===== src/rtl/mips_avalon_master_if.sv =====
// rtl/mips_avalon_master_if.sv - Avalon-MM master/slave bus bundle for mips_avalon_master
//
// Purpose: groups the Avalon-MM signals between the CPU-side master and a memory slave.
// Signals:
//   address     word-aligned byte address (master -> slave)
//   read/write  transfer strobes, never both high (master -> slave)
//   writedata   lane-replicated store data (master -> slave)
//   byteenable  active byte lanes (master -> slave)
//   waitrequest slave stall (slave -> master)
//   readdata    load data, valid on the completing edge (slave -> master)
interface mips_avalon_master_if;
  logic [31:0] address;
  logic        read;
  logic        write;
  logic [31:0] writedata;
  logic [3:0]  byteenable;
  logic        waitrequest;
  logic [31:0] readdata;

  modport master (
    output address, read, write, writedata, byteenable,
    input  waitrequest, readdata
  );

  modport slave (
    input  address, read, write, writedata, byteenable,
    output waitrequest, readdata
  );
endinterface


===== src/rtl/mips_avalon_master.sv =====
// rtl/mips_avalon_master.sv - MIPS load/store to Avalon-MM master bridge
//
// Purpose: accepts one CPU load/store at a time, checks alignment, runs a single
// Avalon-MM transfer with byte lanes derived from size/offset, and returns an
// extended load result or an error strobe. All outputs are registered.
// Ports:
//   clk, rst                 clock, synchronous active-high reset
//   req_valid/req_ready      CPU request handshake (ready only in IDLE)
//   req_write, req_addr,
//   req_size, req_signed,
//   req_wdata                request attributes, sampled only on acceptance
//   resp_valid               one-cycle completion strobe
//   resp_rdata, resp_err     result and error flag, held until the next response
//   av                       Avalon-MM master side of the bus bundle
// Parameter:
//   TIMEOUT                  stalled BUS cycles allowed before abort; 0 disables
module mips_avalon_master #(
  parameter int unsigned TIMEOUT = 0
) (
  input  logic        clk,
  input  logic        rst,
  input  logic        req_valid,
  input  logic        req_write,
  input  logic [31:0] req_addr,
  input  logic [1:0]  req_size,
  input  logic        req_signed,
  input  logic [31:0] req_wdata,
  output logic        req_ready,
  output logic        resp_valid,
  output logic [31:0] resp_rdata,
  output logic        resp_err,
  mips_avalon_master_if.master av
);

  typedef enum logic [1:0] {IDLE, BUS, RESP} state_t;

  state_t      state, state_n;
  logic        lat_write, lat_write_n;
  logic [1:0]  lat_size, lat_size_n;
  logic        lat_signed, lat_signed_n;
  logic [1:0]  lat_off, lat_off_n;
  logic [31:0] wait_cnt, wait_cnt_n;

  logic        req_ready_n, resp_valid_n, resp_err_n;
  logic [31:0] resp_rdata_n;
  logic [31:0] address_n, writedata_n;
  logic        read_n, write_n;
  logic [3:0]  byteenable_n;

  logic        misaligned;
  logic [3:0]  req_be;
  logic [31:0] req_wd;

  // Shift the addressed lane down to bit 0, then truncate and extend by size.
  function automatic logic [31:0] extend_load(input logic [31:0] word, input logic [1:0] off,
                                              input logic [1:0] size, input logic sgn);
    logic [31:0] sh;
    sh = word >> {off, 3'b000};
    case (size)
      2'b00:   extend_load = sgn ? {{24{sh[7]}}, sh[7:0]} : {24'd0, sh[7:0]};
      2'b01:   extend_load = sgn ? {{16{sh[15]}}, sh[15:0]} : {16'd0, sh[15:0]};
      default: extend_load = sh;
    endcase
  endfunction

  always_comb begin
    misaligned = (req_size == 2'b11) ||
                 (req_size == 2'b01 && req_addr[0]) ||
                 (req_size == 2'b10 && req_addr[1:0] != 2'b00);
    case (req_size)
      2'b00:   begin req_be = 4'b0001 << req_addr[1:0]; req_wd = {4{req_wdata[7:0]}};  end
      2'b01:   begin req_be = 4'b0011 << req_addr[1:0]; req_wd = {2{req_wdata[15:0]}}; end
      default: begin req_be = 4'b1111;                  req_wd = req_wdata;            end
    endcase
  end

  always_comb begin
    state_n      = state;
    lat_write_n  = lat_write;
    lat_size_n   = lat_size;
    lat_signed_n = lat_signed;
    lat_off_n    = lat_off;
    wait_cnt_n   = wait_cnt;
    req_ready_n  = 1'b0;
    resp_valid_n = 1'b0;
    resp_err_n   = resp_err;
    resp_rdata_n = resp_rdata;
    address_n    = av.address;
    writedata_n  = av.writedata;
    byteenable_n = av.byteenable;
    read_n       = av.read;
    write_n      = av.write;

    case (state)
      IDLE: begin
        req_ready_n = 1'b1;
        if (req_valid && req_ready) begin
          req_ready_n  = 1'b0;
          lat_write_n  = req_write;
          lat_size_n   = req_size;
          lat_signed_n = req_signed;
          lat_off_n    = req_addr[1:0];
          if (misaligned) begin
            // Rejected before any bus activity.
            state_n      = RESP;
            resp_valid_n = 1'b1;
            resp_err_n   = 1'b1;
            resp_rdata_n = 32'd0;
          end else begin
            state_n      = BUS;
            wait_cnt_n   = 32'd0;
            address_n    = req_addr & 32'hFFFF_FFFC;
            writedata_n  = req_wd;
            byteenable_n = req_be;
            read_n       = ~req_write;
            write_n      = req_write;
          end
        end
      end

      BUS: begin
        if (!av.waitrequest) begin
          state_n      = RESP;
          read_n       = 1'b0;
          write_n      = 1'b0;
          resp_valid_n = 1'b1;
          resp_err_n   = 1'b0;
          resp_rdata_n = lat_write ? 32'd0
                                   : extend_load(av.readdata, lat_off, lat_size, lat_signed);
        end else if (TIMEOUT != 0 && wait_cnt + 32'd1 == TIMEOUT) begin
          // This stalled edge is the TIMEOUT-th one: abandon the transfer.
          state_n      = RESP;
          read_n       = 1'b0;
          write_n      = 1'b0;
          resp_valid_n = 1'b1;
          resp_err_n   = 1'b1;
          resp_rdata_n = 32'd0;
        end else begin
          wait_cnt_n = wait_cnt + 32'd1;
        end
      end

      RESP: begin
        state_n     = IDLE;
        req_ready_n = 1'b1;
        wait_cnt_n  = 32'd0;
      end

      default: begin
        state_n = IDLE;
      end
    endcase
  end

  always_ff @(posedge clk) begin
    if (rst) begin
      state         <= IDLE;
      lat_write     <= 1'b0;
      lat_size      <= 2'b00;
      lat_signed    <= 1'b0;
      lat_off       <= 2'b00;
      wait_cnt      <= 32'd0;
      req_ready     <= 1'b0;
      resp_valid    <= 1'b0;
      resp_err      <= 1'b0;
      resp_rdata    <= 32'd0;
      av.address    <= 32'd0;
      av.writedata  <= 32'd0;
      av.byteenable <= 4'd0;
      av.read       <= 1'b0;
      av.write      <= 1'b0;
    end else begin
      state         <= state_n;
      lat_write     <= lat_write_n;
      lat_size      <= lat_size_n;
      lat_signed    <= lat_signed_n;
      lat_off       <= lat_off_n;
      wait_cnt      <= wait_cnt_n;
      req_ready     <= req_ready_n;
      resp_valid    <= resp_valid_n;
      resp_err      <= resp_err_n;
      resp_rdata    <= resp_rdata_n;
      av.address    <= address_n;
      av.writedata  <= writedata_n;
      av.byteenable <= byteenable_n;
      av.read       <= read_n;
      av.write      <= write_n;
    end
  end

endmodule


===== src/flat_wrapper.sv =====
// flat-port wrapper written by rule: the top's interface ports become plain ports
module mips_avalon_master_flat 
#(
  parameter int unsigned TIMEOUT = 0
)
  (clk, rst, req_valid, req_write, req_addr, req_size, req_signed, req_wdata, req_ready, resp_valid, resp_rdata, resp_err, av_address, av_read, av_write, av_writedata, av_byteenable, av_waitrequest, av_readdata);
  mips_avalon_master_if av_i ();
  input  logic clk;
  input  logic rst;
  input  logic req_valid;
  input  logic req_write;
  input  logic [31:0] req_addr;
  input  logic [1:0] req_size;
  input  logic req_signed;
  input  logic [31:0] req_wdata;
  output logic req_ready;
  output logic resp_valid;
  output logic [31:0] resp_rdata;
  output logic resp_err;
  output wire logic [$bits(av_i.address)-1:0] av_address;
  output wire logic [$bits(av_i.read)-1:0] av_read;
  output wire logic [$bits(av_i.write)-1:0] av_write;
  output wire logic [$bits(av_i.writedata)-1:0] av_writedata;
  output wire logic [$bits(av_i.byteenable)-1:0] av_byteenable;
  input wire logic [$bits(av_i.waitrequest)-1:0] av_waitrequest;
  input wire logic [$bits(av_i.readdata)-1:0] av_readdata;
  assign av_address = av_i.address;
  assign av_read = av_i.read;
  assign av_write = av_i.write;
  assign av_writedata = av_i.writedata;
  assign av_byteenable = av_i.byteenable;
  assign av_i.waitrequest = av_waitrequest;
  assign av_i.readdata = av_readdata;
  mips_avalon_master #(.TIMEOUT(TIMEOUT)) u_core (.clk(clk), .rst(rst), .req_valid(req_valid), .req_write(req_write), .req_addr(req_addr), .req_size(req_size), .req_signed(req_signed), .req_wdata(req_wdata), .req_ready(req_ready), .resp_valid(resp_valid), .resp_rdata(resp_rdata), .resp_err(resp_err), .av(av_i));
endmodule

===== config.mk =====
export PLATFORM = sky130hd
export DESIGN_NAME = mips_avalon_master_flat
export DESIGN_NICKNAME = d
export VERILOG_FILES = /design/src/rtl/mips_avalon_master_if.sv /design/src/rtl/mips_avalon_master.sv /design/src/flat_wrapper.sv
export SDC_FILE = /design/constraint.sdc
export NUM_CORES = 1
export LEC_CHECK = 0
export CORE_ASPECT_RATIO = 0.7
export CORE_MARGIN = 5
export CORE_UTILIZATION = 45
export CTS_CLUSTER_DIAMETER = 100
export CTS_CLUSTER_SIZE = 25
export DETAILED_ROUTE_END_ITERATION = 7
export PLACE_DENSITY_LB_ADDON = 0.2
export SETUP_SLACK_MARGIN = 0.4
export SYNTH_ARGS = -nofsm -noshare
export SYNTH_HDL_FRONTEND = slang
export SYNTH_SLANG_ARGS = --single-unit

===== constraint.sdc =====
create_clock -name clk -period 6.4 [get_ports clk]
set_clock_uncertainty 0.05 [all_clocks]
set_input_delay 1.92 -clock clk [delete_from_list [all_inputs] [get_ports clk]]
set_output_delay 1.92 -clock clk [all_outputs]
set_load 0.01 [all_outputs]

======== Yosys cells after proc, flatten, opt, wreduce, memory -nomap -nowiden ========
Index checks and enable logic that the tools add are counted.
operators by class
  equality and inequality tests ........... 10
  reductions and logical operators ........ 15
  shift operators ......................... 3
  muxes and demuxes ....................... 30
  bitwise operators ....................... 2
operators with widths
  operator             number
  $mux 32              6
  $pmux 32 s2          3
  $shr 32x5->32        1
  $mux 1               11
  $pmux 1 s2           5
  $pmux 4 s2           1
  $reduce_and 4->1     2
  $eq 2x1->1 const B   3
  $eq 2x2->1 const B   3
  $logic_not 2->1      3
  $mux 2               3
  $ne 2x1->1 const B   2
  $ne 2x2->1 const B   2
  $pmux 2 s2           1
  $reduce_and 2->1     2
  $reduce_bool 2->1    2
  $shl 1x2->4 const A  1
  $shl 2x2->4 const A  1
  $logic_and 1x1->1    3
  $reduce_and 3->1     1
  $logic_or 1x1->1     2
  $not 1->1            2
word-level totals
  register bits ........................... 111
  output and inout bits ................... 105
  bits of input ports ..................... 104
  word-level logic and storage cells ...... 74

======== Logic depth before layout (Yosys ltp) ========
  word-level depth ........................ 7
  mapped depth ............................ 7

======== Least setup slack after synthesis ========
OpenSTA, ideal clock, no wires.
  path kind ............................... input to register
  start point ............................. in req_addr[0]
  end point ............................... reg u_core.resp_rdata[21]
  library setup time ...................... 0.058 ns
  data required time ...................... 6.292 ns
  stages on the path ...................... 7
  data arrival time ....................... 3.393 ns
  slack ................................... 2.899 ns
  buffers on the path ..................... 3
  cells stage by stage .................... buf_2 -> or3_1 -> a31oi_2 -> nor2b_1 -> buf_2 -> buf_2 -> a211o_1
between the ends
  word-level cells in the longest chain between the ends .. 5
ends and longest elaborated chain
  element                                                        line                                                RTL
  start, declared                                                flat_wrapper.sv:12                                  input logic [31:0] req_addr;
  $reduce_bool 2->1 / $logic_and 1x1->1 (equally long branches)  mips_avalon_master.sv:69, mips_avalon_master.sv:68
  $logic_and 1x1->1 / $logic_or 1x1->1 (equally long branches)   mips_avalon_master.sv:69, mips_avalon_master.sv:67
  $logic_or 1x1->1 (*)                                           mips_avalon_master.sv:68                            (req_size == 2'b01 && req_addr[0]) ||
  $ne 2x1->1 (no line) (*)                                       n/a
  $reduce_and 4->1 (no line) (*)                                 n/a
  end signal, assigned                                           mips_avalon_master.sv:182                           resp_rdata <= resp_rdata_n;
  end, declared                                                  mips_avalon_master.sv:30                            output logic [31:0] resp_rdata,
Mark *: on every way between the ends. The rest lies on a longest branch, timed or not.
A chain may end at the register's enable or synchronous reset.

======== Worst setup path in the final report ========
  start point ............................. in av_waitrequest
  end point ............................... reg u_core.resp_rdata[29]
between the ends
  word-level cells in the longest chain between the ends .. 2
ends and longest elaborated chain
  element                     line                RTL
  start, declared             flat_wrapper.sv:25  input wire logic [$bits(av_i.waitrequest)-1:0] av_waitrequest;
  $ne 2x2->1 (no line)        n/a
  $reduce_and 4->1 (no line)  n/a
Every way passes these cells.

==> reports/metrics.cfg <==
[power_and_ir_drop]
p_per_area_nw_per_um2=221
power.leakage_nw=2.55
worst_ir_drop_on_vdd_v=0.000145

[synthesis]
mux_share_of_post_synthesis_cell_area_pct=8.46
synthXorXnorAreaFrac_pct=0
synthesis.instances=558
seq_area_frac_synth_pct=46.7
synth_simple_gate_area_share_pct=18.7
synth_async_sr_flop_share_pct=0
synth_top_family_by_area=compound AO/OA/AOI/OAI gates
synth_warnings=0
post_synth_fa_ha_maj_area_fraction_pct=0
ys_dominant_reg_cell=dfxtp_1
synth_edf_count=0
post_synth.cell_area_avg_um2=8.54
mappedNetlistArea_um2=4760
synth_register_bits=111
share_of_the_synthesized_area_in_compound_gates_ao_oa_aoi_oai_pct=21.3
netlist-cell-type-count=43

[sta]
tightest_slew_ns=0.989
setup_ws_ns=2.22
setup_repair_after_global_routing_missed_its_margin=no
finalCriticalPeriod_ns=4.18
remaining_max_slew_budget_at_the_tightest_pin_pct=34.0
worst_hold_slack_ns=0.404
min_period_over_period_pct=65.4
final-setup-viol-count=0
max_clock_freq_mhz=239
report.final.slew_viol_count=0
fin_tns_setup_ns=0
hold_viol=0

[finish]
final_nets=837
areaGrowthSynthToFinish_pct=50.6
antenna-diode-count=0
fill_cells=822
drive_above_1_share_pct=4.74

[die]
initial_utilization_pct=46.0
row_count=31
floorplan.core_area_um2=10400
die_y_um=96.1
die_x_extent_um=133
boundaryPins=209
floorplan.die_area_um2=12800

[placement]
place_congestion=0.929
preCtsSetupSlack_ns=1.92
post-dp-hpwl_um=10900
io_buffers=206

[clock_tree]
insertion_delay_ns=0.34
cts.hold.buffers_added=0
post_cts.resized_instances=0
postCtsSetupBuffers=0
cts_root_buffer=clkbuf_16
cts_tree=yes
max-clock-path-buffers=2
cts-buffers-inserted=9
clock_tree.htree_level_count=3
numClockSinks=111
path_clk_slew_ns=0.07

[detailed_routing]
avgRoutedWirePerCell_um=16.8
detailroute.via_count=4583
drt_drc_violations_left=0
first_iter_violations=389
first_pass_drt_iterations=5
vias_per_cell=5.27
totalWireLength_um=14600
final_antenna_net_count=0

[critical_path]
worst_setup_path_end_kind=register
data_required_time_of_the_critical_path_ns=6.63
critical_path_class=in -> reg
timing.reg2reg.setup_slack_ns=3.81
worstPathMaxFanout=16
worstPathArrival_ns=4.42
setup.worst_path.start_class=input port

[run_status]
status=completed

[grt]
vias_in_the_first_global_route=4338
global_route_wire_length_before_repair_um=22600
gr-total-overflow=0
grt_use_total_pct=22.2
grt_start_max_net_pins=89
grt_antenna_before_repair=0

[run]
cap_viol_max_count=0

[min_path]
worstHoldPathType=reg -> reg

## final cells by class
| type | instances | area (µm²) | area share [%] |
|---|---|---|---|
| Inverter | 2 | 7.51 | 0.105 |
| Timing Repair Buffer | 213 | 2110 | 29.4 |
| Multi-Input combinational cell | 396 | 2340 | 32.6 |
| Sequential cell | 111 | 2220 | 31.0 |
| Clock buffer | 10 | 239 | 3.33 |
| Tap cell | 132 | 165 | 2.30 |
| Clock inverter | 6 | 92.6 | 1.29 |
## metrics by stage
stage / util, % / instance area, µm² / power [mW] / cells
after floorplan: - / 4770 / 0.859 / 559
after global placement: 66.1 / 6840 / 0.990 / 854
after detailed placement: 66.1 / 6840 / 0.996 / 854
after CTS: 69.3 / 7170 / 1.60 / 870
after global routing: 69.3 / 7170 / 1.66 / 870
final: 69.3 / 7170 / 1.59 / 870
## where the power goes
part           switching [mW]  total, mW  internal (mW)  leakage [nW]
clock                   0.251      0.607          0.356         0.155
sequential             0.0162      0.729          0.713         0.899
combinational           0.119      0.253          0.134          1.50
## worst paths after layout
path,startpoint,to,cells past startpoint
worst min register to register,u_core.av.writedata[27],u_core.av.writedata[27],2
worst max register to register,u_core.lat_off[1],u_core.resp_rdata[29],4
worst max-delay path,av_waitrequest,u_core.resp_rdata[29],5
worst min-delay path,u_core.av.writedata[27],u_core.av.writedata[27],2
## layer usage
metal,GRT usage (%),wire (µm),up-vias
li1,-,-,2296
met1,29.9,6650,2111
met2,34.3,6680,161
met3,7.94,1140,15
met4,5.02,142,0
met5,0,0,-
## critical path, cell delays in order
cell and delay [ns]:
clkdlybuf4s50_1 0.48, nor4b_4 0.56, nand2b_2 0.28, a2111oi_4 0.94
a221o_2 0.23
## registers in the layout, indices dropped and copies added, names as in the netlist, 2 cells and up
name and count:
u_core.av.address 30, u_core.av.byteenable 4, u_core.av.writedata 32, u_core.lat_off 2
u_core.lat_size 2, u_core.resp_rdata 32, u_core.state 2
## cells in the mapped netlist, types with 2 or more instances
cell / n / area share (%)
buf_4: 3 / 0.47
nand2_1: 121 / 9.5
buf_2: 7 / 0.74
nor2_1: 49 / 3.9
dfxtp_1: 111 / 47
o2bb2ai_1: 7 / 1.3
nor2b_1: 9 / 1.2
a221o_2: 2 / 0.47
a32oi_1: 7 / 1.3
a211oi_1: 10 / 1.6
buf_1: 7 / 0.55
nor3_1: 3 / 0.32
a211o_1: 15 / 2.8
a21oi_1: 58 / 6.1
o22ai_1: 2 / 0.26
mux2i_1: 38 / 8.0
nand3b_1: 8 / 1.3
nand2b_1: 4 / 0.53
o21ai_0: 25 / 2.6
buf_6: 2 / 0.47
nand3_1: 3 / 0.32
a221o_1: 7 / 1.5
a311oi_1: 9 / 1.7
clkbuf_1: 31 / 2.4
inv_1: 2 / 0.16
## placed cells by master, fill, tap and decap left out, types with 9 or more instances in the layout
master and count:
dfxtp_1 111, a311oi_1 9, nor2b_1 9, nand2_1 121
a211oi_1 10, clkdlybuf4s50_1 205, a211o_1 15, mux2i_1 38
nor2_1 49, clkbuf_16 9, o21ai_0 25, a21oi_1 58
## logic make-up after synthesis
kind of cell | Yosys count
and+or+nand+nor | 205
AOI/OAI and AO/OA | 150
DFF | 111
buffers and inverters | 52
muxes | 39
other | 1
(Power assumes the default switching activity.)
